### src/rtl/ofdm_cp_inserter.sv
// Transmit-side cyclic-prefix inserter: ping-pong buffers whole OFDM symbols and replays
// each one as its last L samples followed by all NFFT samples.
module ofdm_cp_inserter #(
    parameter int unsigned DW     = 16,
    parameter int unsigned NFFT   = 64,
    parameter int unsigned CP_MAX = 16
) (
    input  logic                             i_clk,
    input  logic                             i_reset,
    input  logic                             i_di_en,
    input  logic [DW-1:0]                    i_di_re,
    input  logic [DW-1:0]                    i_di_im,
    input  logic [$clog2(CP_MAX + 1)-1:0]    i_cp_len,
    output logic                             o_do_en,
    output logic [DW-1:0]                    o_do_re,
    output logic [DW-1:0]                    o_do_im,
    output logic                             o_do_sop,
    output logic                             o_do_cp,
    output logic                             o_ovf,
    output logic                             o_busy
);

    localparam int unsigned AW = $clog2(NFFT);
    localparam int unsigned LW = $clog2(CP_MAX + 1);
    localparam logic [AW-1:0] LastAddr = AW'(NFFT - 1);
    localparam logic [LW-1:0] LMax     = LW'(CP_MAX);

    typedef enum logic [1:0] {StIdle, StCp, StBody} state_e;

    logic [2*DW-1:0] r_mem [2*NFFT];

    logic            r_wr_bank;
    logic [AW-1:0]   r_wr_addr;
    logic [1:0]      r_full;

    state_e          r_state, w_state_d;
    logic            r_rd_bank;
    logic [AW-1:0]   r_rd_addr, w_rd_addr_d;

    logic            w_rd_valid, w_rd_sop, w_rd_cp, w_rd_done;
    logic [AW-1:0]   w_rd_addr;
    logic [2*DW-1:0] w_rd_data;
    logic [LW-1:0]   w_l;
    logic [AW-1:0]   w_cp_addr;

    logic            w_wr_accept, w_wr_last;
    logic [1:0]      w_set, w_clr;

    logic            r_do_en, r_do_sop, r_do_cp;
    logic [DW-1:0]   r_do_re, r_do_im;

    assign w_l       = (i_cp_len > LMax) ? LMax : i_cp_len;
    assign w_cp_addr = AW'(NFFT - 32'(w_l));

    // A bank freed by the final body read may be written in that same cycle.
    assign w_clr       = w_rd_done ? (r_rd_bank ? 2'b10 : 2'b01) : 2'b00;
    assign w_wr_accept = i_di_en & (~r_full[r_wr_bank] | w_clr[r_wr_bank]);
    assign w_wr_last   = w_wr_accept & (r_wr_addr == LastAddr);
    assign w_set       = w_wr_last ? (r_wr_bank ? 2'b10 : 2'b01) : 2'b00;

    assign w_rd_data = r_mem[{r_rd_bank, w_rd_addr}];

    always_comb begin
        w_state_d   = r_state;
        w_rd_addr_d = r_rd_addr;
        w_rd_addr   = r_rd_addr;
        w_rd_valid  = 1'b0;
        w_rd_sop    = 1'b0;
        w_rd_cp     = 1'b0;
        w_rd_done   = 1'b0;
        unique case (r_state)
            StIdle: begin
                // First read is issued in the same cycle the full flag is seen.
                if (r_full[r_rd_bank]) begin
                    w_rd_valid = 1'b1;
                    w_rd_sop   = 1'b1;
                    if (w_l != '0) begin
                        w_rd_cp   = 1'b1;
                        w_rd_addr = w_cp_addr;
                        if (w_cp_addr == LastAddr) begin
                            w_state_d   = StBody;
                            w_rd_addr_d = '0;
                        end else begin
                            w_state_d   = StCp;
                            w_rd_addr_d = w_cp_addr + AW'(1);
                        end
                    end else begin
                        w_rd_addr   = '0;
                        w_state_d   = StBody;
                        w_rd_addr_d = AW'(1);
                    end
                end
            end
            StCp: begin
                w_rd_valid = 1'b1;
                w_rd_cp    = 1'b1;
                if (r_rd_addr == LastAddr) begin
                    w_state_d   = StBody;
                    w_rd_addr_d = '0;
                end else begin
                    w_rd_addr_d = r_rd_addr + AW'(1);
                end
            end
            StBody: begin
                w_rd_valid = 1'b1;
                if (r_rd_addr == LastAddr) begin
                    w_rd_done   = 1'b1;
                    w_state_d   = StIdle;
                    w_rd_addr_d = '0;
                end else begin
                    w_rd_addr_d = r_rd_addr + AW'(1);
                end
            end
            default: begin
                w_state_d   = StIdle;
                w_rd_addr_d = '0;
            end
        endcase
    end

    always_ff @(posedge i_clk) begin
        if (w_wr_accept && i_reset) begin
            r_mem[{r_wr_bank, r_wr_addr}] <= {i_di_re, i_di_im};
        end
    end

    always_ff @(posedge i_clk) begin
        if (!i_reset) begin
            r_wr_bank <= 1'b0;
            r_wr_addr <= '0;
            r_full    <= '0;
            r_state   <= StIdle;
            r_rd_bank <= 1'b0;
            r_rd_addr <= '0;
            r_do_en   <= 1'b0;
            r_do_sop  <= 1'b0;
            r_do_cp   <= 1'b0;
            r_do_re   <= '0;
            r_do_im   <= '0;
        end else begin
            if (w_wr_accept) begin
                r_wr_addr <= r_wr_addr + AW'(1);
                if (w_wr_last) begin
                    r_wr_bank <= ~r_wr_bank;
                end
            end
            r_full    <= (r_full & ~w_clr) | w_set;
            r_state   <= w_state_d;
            r_rd_addr <= w_rd_addr_d;
            if (w_rd_done) begin
                r_rd_bank <= ~r_rd_bank;
            end
            r_do_en  <= w_rd_valid;
            r_do_sop <= w_rd_sop;
            r_do_cp  <= w_rd_cp;
            r_do_re  <= w_rd_valid ? w_rd_data[2*DW-1:DW] : '0;
            r_do_im  <= w_rd_valid ? w_rd_data[DW-1:0] : '0;
        end
    end

    assign o_do_en  = r_do_en;
    assign o_do_re  = r_do_re;
    assign o_do_im  = r_do_im;
    assign o_do_sop = r_do_sop;
    assign o_do_cp  = r_do_cp;
    assign o_ovf    = i_di_en & ~w_wr_accept;
    assign o_busy   = (|r_full) | (r_state != StIdle);

endmodule

### config.mk
export PLATFORM = sky130hd
export DESIGN_NAME = ofdm_cp_inserter
export DESIGN_NICKNAME = d
export VERILOG_FILES = /design/src/rtl/ofdm_cp_inserter.sv
export SDC_FILE = /design/constraint.sdc
export NUM_CORES = 2
export LEC_CHECK = 0
export BUFFER_PORTS_ARGS = -buffer_cell sky130_fd_sc_hd__buf_2
export CORE_MARGIN = 1.5
export CORE_UTILIZATION = 35
export DETAILED_ROUTE_END_ITERATION = 6
export PLACE_DENSITY = 0.46
export SYNTH_ARGS = -nofsm -noshare
export SYNTH_HDL_FRONTEND = slang
export SYNTH_SLANG_ARGS = --single-unit
### constraint.sdc
create_clock -name i_clk -period 4.5 [get_ports i_clk]
set_input_delay 0.9 -clock i_clk [delete_from_list [all_inputs] [get_ports i_clk]]
set_output_delay 0.9 -clock i_clk [all_outputs]
set_load 0.05 [all_outputs]
[After elaboration in Yosys (flattened, before gate mapping)]
Memories as Yosys holds them, arrays and structs flattened. A register that Yosys moved wholly into a read port is not among the register bits.
Cells that the tools add are included.
Word-level totals
  register bits: 21
  word-level logic and storage cells: 82
  memory bits (writable): 4096
  memories kept: 1
  input port bits: 40
  output and inout port bits: 37
Memories
  r_mem: words 128, width 32, read ports 1, clocked after memory_dff 1, wr ports 1, line 30  | logic [2*DW-1:0] r_mem [2*NFFT];
Cells by class
  multiplexer cells: 34
  $add $sub $neg: 4
  reduce and logical (&&, ||, !) cells: 11
  bitwise operators: 12
  equality and inequality tests: 8
  order comparisons: 3
Operator list (count)
  2-to-1 mux 6 bit: 7
  adder 6 x 1 -> 6 bit (second input constant): 3
  == test 6 bit (second input constant): 3
  2-to-1 mux 2 bit: 9
  2-to-1 mux 1 bit: 13
  one-hot mux 6 bit (2 select lines): 1
  != test 2 bit (second input constant): 3
  one-hot mux 2 bit (3 select lines): 1
  AND reduction 2 bit: 3
  subtractor 1 x 5 -> 6 bit (first input constant): 1
  > comparator 5 bit (second input constant): 1
  2-to-1 mux 5 bit: 1
  nonzero test 5 bit: 1
  < comparator 1 x 2 -> 1 bit (second input constant): 2
  inverter 1 bit: 4
  one-hot mux 1 bit (2 select lines): 2
  OR reduction 2 bit: 2
  AND 1 bit: 3
  AND reduction 3 bit: 1
  AND 2 bit: 1
  == test 2 x 1 -> 1 bit (second input constant): 1
  == test 2 bit (second input constant): 1
  logical NOT 2 bit: 1
  inverter 2 bit: 1
  5 further kinds: 6

[Logic depth before layout (Yosys ltp)]
  depth after elaboration: 11
  depth in mapped cells: 16
  depth with buffers taken out: 13

[Worst setup path after synthesis]
No wires, ideal clock.
  path kind: register to register
  from: reg r_rd_addr[2]
  to: mem r_mem[108][0] in the netlist's numbering, enable pin
  arrival: 3653 ps
  period minus slack after synthesis: 4075 ps
  path slack: 425 ps
  required time: 4079 ps
  buffers on the path: 2
  setup time: 421 ps
  cell stages (with the launch flop): 10
  cells stage by stage: dfxtp_1 clkbuf_1 nand3_1 o41ai_1 mux2_2 and2_1 nor2b_1 nand4b_1 clkbuf_1 nor2_1
Between the ends
  cells in the longest elaborated chain, start to end: 11
Ends and longest elaborated chain
  from (decl): line 38  | logic [AW-1:0] r_rd_addr, w_rd_addr_d;
  from (signal assigned): line 149  | r_rd_addr <= w_rd_addr_d;
  == test 6 bit: line 106  | if (r_rd_addr == LastAddr) begin
  2-to-1 mux 1 bit: line 106
  2-to-1 mux 1 bit: line 71  | unique case (r_state)
  2-to-1 mux 2 bit: line 56  | assign w_clr = w_rd_done ? (r_rd_bank ? 2'b10 : 2'b01) : 2'b00;
  2-to-1 mux 1 bit (implied by the code) (2 in series): line 57  | assign w_wr_accept = i_di_en & (~r_full[r_wr_bank] | w_clr[r_wr_bank]);
  bitwise OR 1 bit: line 57
  AND 1 bit: line 57
  logical AND 1 bit: line 122  | if (w_wr_accept && i_reset) begin
  2-to-1 mux 1 bit: line 122
  2-to-1 mux 1 bit (implied by the code): line 123  | r_mem[{r_wr_bank, r_wr_addr}] <= {i_di_re, i_di_im};
  to (decl): line 30
Every way passes these cells. The select of a mux whose other input is x is not followed.

[Final worst setup path]
  from: reg r_state[0]
  to: reg r_do_re[2], in the netlist o_do_re[2]
Between the ends
  cells in the longest elaborated chain, start to end: 5
  elaborated cells on any way between the ends: 8
  classes of those cells: eq/ne: 2; mux: 2; reduce/logical: 4
Ends and longest elaborated chain
  from (decl): line 36  | state_e r_state, w_state_d;
  from (signal assigned): line 132  | r_state <= StIdle;
  from (signal assigned): line 148  | r_state <= w_state_d;
  == test 2 bit / == test 2 x 1 -> 1 bit (equally long branches): line 71
  OR reduction 2 bit (no line)
  one-hot mux 1 bit (2 select lines): line 71
  AND reduction 2 bit (no line)
  logical NOT 1 bit (no line)
  to (signal assigned): line 156  | r_do_re <= w_rd_valid ? w_rd_data[2*DW-1:DW] : '0;
  to (decl): line 50  | logic [DW-1:0] r_do_re, r_do_im;
Parallel ways exist; a longest one is shown, timed or not.
A chain may end at the register's enable or synchronous reset.

==> impl_metrics.py <==
metrics = {
    "run_status": {
        "status": "complete, but fails checks",
        "violations": "DRC",
    },
    "floorplanning": {
        "die-area_um2": 483000,
        "core_um2": 475800,
        "die_w_um": 695.0,
        "rows": 253,
        "initial_core_util": 0.3522,
        "pin_count": 77,
        "die_height_um": 695.0,
    },
    "power": {
        "ir_worst_vdd_mv": 0.3957,
        "pwr-share-seq": 0.404,
        "leakage_nw": 64.96,
        "switching_power_mw": 33.55,
        "p_total_mw": 106.1,
        "p_comb_frac": 0.260,
        "swShare": 0.3163,
        "intPower_mw": 72.51,
        "pwr-share-clk": 0.336,
        "power_density_nw_per_um2": 530.7,
    },
    "min_path": {
        "hold_path.class": "input pin to flop",
        "hold_depth": 1,
    },
    "routing": {
        "ant_nets": 0,
        "drc": 1,
        "dr.pass1.iters": 7,
        "wl_per_cell_um": 30.25,
        "drt_wl_total_mm": 582.3,
        "vias_per_cell": 5.846,
        "vias": 112500,
        "drt_iter0_drc": 12800,
    },
    "worst_setup_path": {
        "path_depth": 17,
        "cp_max_fo": 13,
        "rr_worst_depth": 17,
        "crit_top_cell": "buf_4",
        "worstPathRequired_ns": 5.33,
        "cp_top_family": "compound AO/OA/AOI/OAI gates",
        "crit_path_cell_trace": "inv_1 -> ha_4 -> nor2b_1 -> and2_2 -> a32oi_4 -> buf_12 -> buf_4 -> buf_12 -> buf_12 -> buf_4 -> buf_4 -> a311oi_1 -> a32oi_1 -> a31oi_1 -> buf_4 -> a2111oi_4 -> o22ai_1",
        "worst_path_max_delay_cell": "a2111oi_4",
        "slowest_delay_ns": 0.87,
        "endpoint_kind": "flop",
        "path_class": "flop to flop",
        "setup.worst_path.start_class": "flop",
        "cp.buffers_inverters": 8,
        "crit_arrival_ns": 5.26,
    },
    "sta": {
        "max-slew-margin-rel": 0.1552,
        "fmax_mhz": 225.6,
        "min_period_over_period": 0.9848,
        "report.final.hold_viol_count": 0,
        "min_period_ns": 4.432,
        "fin_tns_setup_ns": 0,
        "finClkSkew_ns": 0.05251,
        "maxSlewViolCount": 0,
        "setup_viol": 0,
        "worstMarginPinSlew_ns": 1.265,
    },
    "clock_tree": {
        "cts_tree": "built",
        "cts_max_path_buffers": 4,
        "cts-root-buf": "clkbuf_16",
        "path_clk_slew_ns": 0.06,
        "htreeDepth": 5,
        "numCtsBuffers": 443,
        "clk_latency_ns": 1.01,
        "ctsHoldBuffers": 0,
        "cts.sinks": 4149,
    },
    "synthesis": {
        "synth_seq_cells": 4149,
        "avgSynthCellArea_um2": 14.06,
        "synth_fp_nets": 11970,
        "ys.flop_type": "edfxtp_1",
        "syn_inst": 11920,
        "synth_edf_count": 4096,
        "ys_seq_area_frac": 0.7403,
        "netlist_area_um2": 167600,
        "synth_warnings": 0,
        "yosysUniqueCellTypes": 59,
        "async_flop_share": 0,
    },
    "cells_and_area": {
        "syn2layout_area_growth_pct": 19.26,
        "finalNonFillerCells": 19250,
        "drive_above_1_share": 0.1613,
        "fin_nets": 12540,
    },
    "place": {
        "dp_cells": 18420,
        "dpl.hpwl_mm": 347.4,
        "placement.io_buffers": 76,
        "gp_congestion": 0.8546,
    },
    "grt": {
        "gr-total-overflow": 0,
        "grt_max_degree": 134,
        "antenna_found_initial": 29,
        "track_usage": 0.2340,
        "grt_pass1_vias": 110200,
        "grt_pass1_wl_mm": 828.0,
    },
    "run": {
        "drv_cap": 0,
    },
}
[registers in the layout, summed over array words and instances (netlist names), 2 cells and up]
signal / count
r_mem: 4096
o_do_im: 16
o_do_re: 16
r_rd_addr: 6
r_wr_addr: 6
r_full: 2
r_state: 2
[cells in the mapped netlist (all sizes together), types with 2 or more instances]
| cell | instances | area, um^2 |
|---|---|---|
| a2111oi | 63 | 558.0 |
| a211o | 448 | 3924 |
| a211oi | 448 | 3363 |
| a21boi | 5 | 41.29 |
| a21oi | 455 | 2277 |
| a22o | 2 | 17.52 |
| a22oi | 5 | 51.30 |
| a311oi | 257 | 2251 |
| a31oi | 192 | 1201 |
| a32oi | 258 | 2278 |
| and2 | 9 | 57.56 |
| and3 | 579 | 3627 |
| buf | 352 | 1913 |
| clkbuf | 798 | 2995 |
| dfxtp | 53 | 1061 |
| edfxtp | 4096 | 123000 |
| ha | 10 | 125.1 |
| inv | 7 | 26.28 |
| mux2 | 4 | 48.79 |
| mux2i | 2 | 20.02 |
| nand2 | 734 | 2758 |
| nand2b | 6 | 37.54 |
| nand3 | 1811 | 9069 |
| nand4 | 4 | 25.02 |
| nand4b | 2 | 17.52 |
| nor2 | 143 | 546.8 |
| nor2b | 20 | 125.1 |
| nor3b | 3 | 22.52 |
| o21a | 5 | 37.54 |
| o21ai | 1033 | 5170 |
| o22ai | 33 | 206.5 |
| o311ai | 63 | 551.8 |
| o41ai | 2 | 17.52 |
| xnor2 | 9 | 78.83 |
| xor2 | 3 | 26.28 |
[layout by cell type, fill, tap and decap left out, types with 32 or more instances in the layout]
cell type  synthesis  layout
a2111oi_2          0      32
a211o_1          448     448
a211oi_1         448     448
a21oi_1          455     455
a311oi_1         257     257
a31oi_1          192     191
a32oi_1          257     257
and3_1           578     577
buf_12             0     342
buf_2            266      45
buf_4              7     882
clkbuf_1         798     108
clkbuf_16          0     452
clkinv_1           0     116
clkinv_2           0      74
dfxtp_1           53      53
edfxtp_1        4096    4096
nand2_1          733     726
nand3_1         1810    1807
nor2_4             1     131
o21ai_0         1033    1033
o22ai_1           33      33
o311ai_1          63      63
[power by group through the flow]
stage	Sequential [mW]	Combinational, mW	Clock [mW]
floorplan	43.8	12.8	0
global placement	43.6	26.9	0
detailed placement	43.6	27.2	0
CTS	42.8	27.4	36.3
global route	42.8	29.2	37.6
finish	42.8	27.6	35.6
[logic make-up (layout without fill, tap and decap cells)]
kind of cell | after synthesis | after routing | synth area share
flip-flops | 4149 | 4149 | 0.7403
adder cells (fa/ha/maj) | 10 | 10 | 0.0007466
multiplexers | 6 | 6 | 0.0004106
other | 0 | 11 | 0
AND/OR/NAND/NOR | 3315 | 3315 | 0.09732
AO/OA/AOI/OAI | 3273 | 3273 | 0.1312
XOR/XNOR | 12 | 12 | 0.0006272
buffers and inverters | 1157 | 2099 | 0.02945
[worst paths after layout]
check	from	endpoint	slack, ns
setup reg to reg	r_state[0]	o_do_re[2]	0.07
hold reg to reg	r_full[1]	r_full[1]	0.55
hold / removal	i_di_re[1]	r_mem[60][17]	0.16
setup / recovery	r_state[0]	o_do_re[2]	0.07
[cell type report]
cell class	instances	area, um^2
Fill cell	43290	275900
Sequential cell	4149	124100
Multi-Input combinational cell	6616	40110
Timing Repair Buffer	1274	13750
Clock buffer	572	11880
Tap cell	6375	7976
Clock inverter	246	2029
Antenna cell	11	27.53
Inverter	7	26.28
[stage by stage]
step           setup WS, ns    util  hold slack [ns]  instance area (um^2)
6_report            0.06818  0.4201           0.1585                199900
2_1_floorplan        0.4254       -           0.4718                167600
3_5_place_dp         -1.091  0.3906           0.5394                185800
4_1_cts            0.007342  0.4200          0.08917                199800
3_3_place_gp         -4.446  0.3902           0.5137                185600
5_1_grt           -0.007326  0.4200           0.1278                199800
[layer usage]
| layer | vias to the layer above | global-route usage | part of all wire |
|---|---|---|---|
| met5 | - | 0 | 0.000084 |
| met4 | 6 | 0.06928 | 0.032 |
| met3 | 775 | 0.03079 | 0.064 |
| met2 | 4265 | 0.3751 | 0.47 |
| met1 | 58810 | 0.3322 | 0.44 |
| li1 | 48680 | - | - |
[repair_timing]
action / CTS / global route
endpoints found under the setup margin: 7 / 10
pin swaps: 2 / 2
resized for setup: 3 / 2
buffers inserted: 4 / 0
No activity file was read; power rests on OpenSTA's default activity.
